`src/rtl/uart_rx_fifo.sv`:
```
// Receive-side byte FIFO behind the UART receiver: show-ahead read port,
// sticky overrun flag and a level interrupt on fill threshold or overrun.
module uart_rx_fifo #(
    parameter int DATA_BITS = 8,
    parameter int DEPTH     = 16,
    parameter int THRESH    = 8
) (
    input  logic                   clk,
    input  logic                   reset,
    input  logic                   rx_valid,
    input  logic [DATA_BITS-1:0]   rx_data,
    input  logic                   rd_en,
    input  logic                   clr_overrun,
    output logic [DATA_BITS-1:0]   rd_data,
    output logic                   empty,
    output logic                   full,
    output logic [$clog2(DEPTH):0] count,
    output logic                   overrun,
    output logic                   irq
);
    localparam int AW = $clog2(DEPTH);
    localparam int CW = AW + 1;

    logic [DATA_BITS-1:0] r_mem [DEPTH];
    logic [AW-1:0]        r_wp;
    logic [AW-1:0]        r_rp;
    logic [CW-1:0]        r_count;
    logic                 r_overrun;

    logic w_wr;
    logic w_rd;
    logic w_drop;

    // A read at full frees the slot the simultaneous write needs.
    assign w_rd   = rd_en && !empty;
    assign w_wr   = rx_valid && (!full || rd_en);
    assign w_drop = rx_valid && full && !rd_en;

    // NOTE: the array has no reset; emptiness is defined by count/pointers
    // alone, so clearing the storage would buy nothing but reset fan-out.
    always_ff @(posedge clk) begin
        if (w_wr) begin
            r_mem[r_wp] <= rx_data;
        end
    end

    // NOTE: all state here uses non-blocking assignments so every update
    // sees the pre-edge values of count, full and empty.
    always_ff @(posedge clk or negedge reset) begin
        if (!reset) begin
            r_wp      <= '0;
            r_rp      <= '0;
            r_count   <= '0;
            r_overrun <= 1'b0;
        end else begin
            if (w_wr) begin
                r_wp <= r_wp + AW'(1);
            end
            if (w_rd) begin
                r_rp <= r_rp + AW'(1);
            end
            if (w_wr && !w_rd) begin
                r_count <= r_count + CW'(1);
            end else if (w_rd && !w_wr) begin
                r_count <= r_count - CW'(1);
            end
            // A new drop outranks a clear in the same cycle.
            if (w_drop) begin
                r_overrun <= 1'b1;
            end else if (clr_overrun) begin
                r_overrun <= 1'b0;
            end
        end
    end

    assign rd_data = r_mem[r_rp];
    assign count   = r_count;
    assign empty   = (r_count == '0);
    assign full    = (r_count == CW'(DEPTH));
    assign overrun = r_overrun;
    assign irq     = (r_count >= CW'(THRESH)) || r_overrun;

endmodule

```
`config.mk`:
```
export PLATFORM = sky130hd
export DESIGN_NAME = uart_rx_fifo
export DESIGN_NICKNAME = d
export VERILOG_FILES = /design/src/rtl/uart_rx_fifo.sv
export SDC_FILE = /design/constraint.sdc
export NUM_CORES = 1
export LEC_CHECK = 0
export BUFFER_PORTS_ARGS = -buffer_cell sky130_fd_sc_hd__buf_2
export CAP_MARGIN = 10
export CELL_PAD_IN_SITES_DETAIL_PLACEMENT = 1
export CELL_PAD_IN_SITES_GLOBAL_PLACEMENT = 2
export CORE_ASPECT_RATIO = 0.9
export CORE_MARGIN = 4
export CORE_UTILIZATION = 49
export CTS_CLUSTER_DIAMETER = 50
export DETAILED_ROUTE_END_ITERATION = 8
export MAX_ROUTING_LAYER = met4
export PLACE_DENSITY = 0.8
export SLEW_MARGIN = 20
export SYNTH_ARGS = -nofsm -noshare
export SYNTH_HDL_FRONTEND = slang
export SYNTH_SLANG_ARGS = --single-unit
```
`constraint.sdc`:
```
create_clock -name clk -period 4.05 [get_ports clk]
set_clock_uncertainty 0.1 [all_clocks]
set_input_delay 0.2025 -clock clk [delete_from_list [all_inputs] [get_ports clk]]
set_output_delay 0.2025 -clock clk [all_outputs]
set_load 0.01 [all_outputs]
```
==> out/results.tsv <==
metric	value	unit
tightest_slew	1.157	ns
cts_tree	yes	
worstReg2RegStart	count[1]	
crit_required	3.75	ns
status	complete, no violations	
fin_crit_sh	0.7416	
r2r_slack	1.22	ns
layout-drive-gt1-share	0.2449	
cts_root_buffer	clkbuf_16	
dr.pass1.iters	4	
drtIter0Drc	265	
dieArea	0.01372	sq mm
clock-sinks	142	
slowest_stage	dfrtp_2	
grt_max_degree	29	
grt_pass1_vias	3417	
post_cts_buffers	0	
rsz0062_at_grt	false	
nFillCells	1038	
power.density	730.5	mW/mm^2
syn2layout_area_growth	14.56	%
ys_types	37	
ant_nets	0	
viasPerCell	5.592	
crit_end	rd_data[0]	
synthCells	340	
port_buffers	29	
vias	3087	
fin_util	0.5801	
design_area	0.006686	sq mm
reg2reg_to	count[4]	
syn_area	0.005837	sq mm
end_kind	output port	
remaining_drc_errors	0	
nets	407	
cp-start-kind	register	
cts_buffer_depth	2	
initial_core_util	0.5063	
critPathMaxFanout	28	
io-pin-count	30	
place_area	0.006123	sq mm
n_antenna_cell	0	
place_congestion	0.7979	
ir_drop	0.4571	mV
drv_cap	0	
r2r_cells	10	
detailed_place_hpwl	8058	microns
track_usage	0.2163	
routed_wl	12990	microns
yosysTopAreaCellShare	0.6585	
min_path_type	in2reg	
finalHoldViolations	0	
setup_viol	0	
syn_avg_cell_area	17.17	sq um
worstSetupPathType	reg2out	
synth_edf_count	128	
max_stage_delay	0.86	ns
async_flop_share	0.09859	
setup-tns-final	0	ns
die_w	123.0	microns
cts_buffers	17	
period_minus_slack	3.004	ns
rows	37	
wl_per_cell	23.54	microns
grt_pass1_wl	20440	microns
h-tree-depth	4	
synth-seq-area-share	0.7185	
crit_path_start	r_rp[0]	
clock_latency	0.42	ns
ys_top_cells_by_area	edfxtp_1 (66%), mux4_2 (6.2%), dfrtp_1 (6.0%), mux2i_1 (4.3%), ha_1 (1.9%)	
ys_seq_elements	142	
core	0.01153	sq mm
max_slew_margin	0.2258	
ys.flop_type	edfxtp_1	
slew_violations	0	
arrival	2.70	ns
fmax	332.9	MHz
holdWs	0.05835	ns
crit_chain	buf_4 -> mux2i_1 -> a221oi_1 -> o21ai_0 -> nand2_1 -> buf_2	
clkTransAtPathRegs	0.06	ns
yosysWarnings	0	
antenna_found_initial	0	
yosysTopAreaCell	edfxtp_1	
die-height	111.5	microns
power_leakage	2.373	nW
syn-num-nets	363	
grt_overflow	0	
==> flip-flops by register name (all words and copies together), names as in the netlist <==
signal,count
count,5
r_rp,4
r_wp,4
overrun,1
r_mem,128
==> cell usage in the layout, fill, tap and decap left out, types with 2 or more instances in the layout <==
master         synthesis  layout
a21o_1                 2       2
a21oi_1               10      10
a221oi_1               8       8
a22oi_1                8       8
buf_2                  4      29
buf_4                  0      10
clkbuf_16              0      17
clkinv_1               0       3
clkinv_2               0       3
clkinvlp_4             0       6
dfrtp_1               14      13
dlygate4sd3_1          0       3
edfxtp_1             128     128
ha_1                   9       9
inv_1                  9       9
mux2_2                 8       8
mux2i_1               25      25
mux4_2                16      16
nand2_1               22      22
nand2b_1               2       2
nor2_1                14      13
nor2_2                 1       2
nor3_1                 4       4
o21ai_0               20      20
xnor2_1                8       8
xor2_1                 2       2
==> worst max-delay path, delay by kind of cell, from the launching register on <==
kind	cells	cell delay [ns]
compound gates	2	0.62
simple gates	1	0.15
buf+inv	2	0.51
flops	1	0.86
mux	1	0.11
==> timing repair <==
action | in CTS | in global routing
resized for setup | 0 | 0
hold buffers | 3 | 0
endpoints found under the hold margin | 15 | 0
==> metal layers <==
metal,track usage,up-vias,part of all wire
li1,-,1411,-
met1,0.2797,1583,0.41
met2,0.3377,85,0.51
met3,0.05587,8,0.080
met4,0.06863,0,0.0083
met5,-,-,0
==> final cells by class <==
type / count / area [sq um] / share of cell area
multi-input cells: 171 / 1478 / 0.2210
clock buffers: 18 / 429.2 / 0.06418
clock inverters: 13 / 101.3 / 0.01516
repair buffers: 42 / 250.2 / 0.03743
well taps: 156 / 195.2 / 0.02919
flip-flops and latches: 142 / 4195 / 0.6274
inverters: 10 / 37.54 / 0.005614
==> worst min-delay path by stage <==
stage | to | cells past startpoint | slack (ns) | start
floorplan | count[0] | 0 | -0.19 | reset
global placement | r_wp[2] | 1 | 0.02 | reset
detailed placement | r_wp[3] | 1 | 0.03 | reset
CTS | r_mem[0][4] | 1 | 0.04 | rx_data[4]
global route | r_mem[0][4] | 1 | 0.06 | rx_data[4]
finish | r_mem[0][4] | 1 | 0.06 | rx_data[4]
==> per-stage QoR <==
step | setup WS (ns) | power [W] | instances
final | 1.046 | 0.004885 | 552
after global routing | 0.8315 | 0.005183 | 552
after CTS | 0.9843 | 0.004955 | 552
after detailed placement | 1.222 | 0.003517 | 518
after global placement | 1.301 | 0.003473 | 518
after floorplan | 1.300 | 0.003050 | 340
==> kinds of logic after synthesis <==
| logic type | synth area share |
|---|---|
| simple gates | 0.04159 |
| buf+inv | 0.02872 |
| xor+xnor | 0.01501 |
| mux | 0.1200 |
| fa+ha+maj | 0.02272 |
| flops | 0.7185 |
| compound gates | 0.05338 |
==> synthesized netlist by cell type (2+ instances only) <==
library cell and n:
edfxtp_1 128, xnor2_1 8, nand2b_1 2, inv_1 9
mux2i_1 25, ha_1 9, a21oi_1 10, buf_6 6
a221oi_1 8, nand2_1 22, nor2_1 14, mux2_2 8
xor2_1 2, clkbuf_1 5, dfrtp_1 14, mux4_2 16
a22oi_1 8, nor3_1 4, o21ai_0 20, buf_2 4
a21o_1 2
==> report_power, final <==
part	internal, W	switching (W)
combinational	0.000637	0.000817
clock	0.000827	0.000578
sequential	0.00180	0.000225
total	0.00327	0.00162
(Power assumes the default switching activity.)
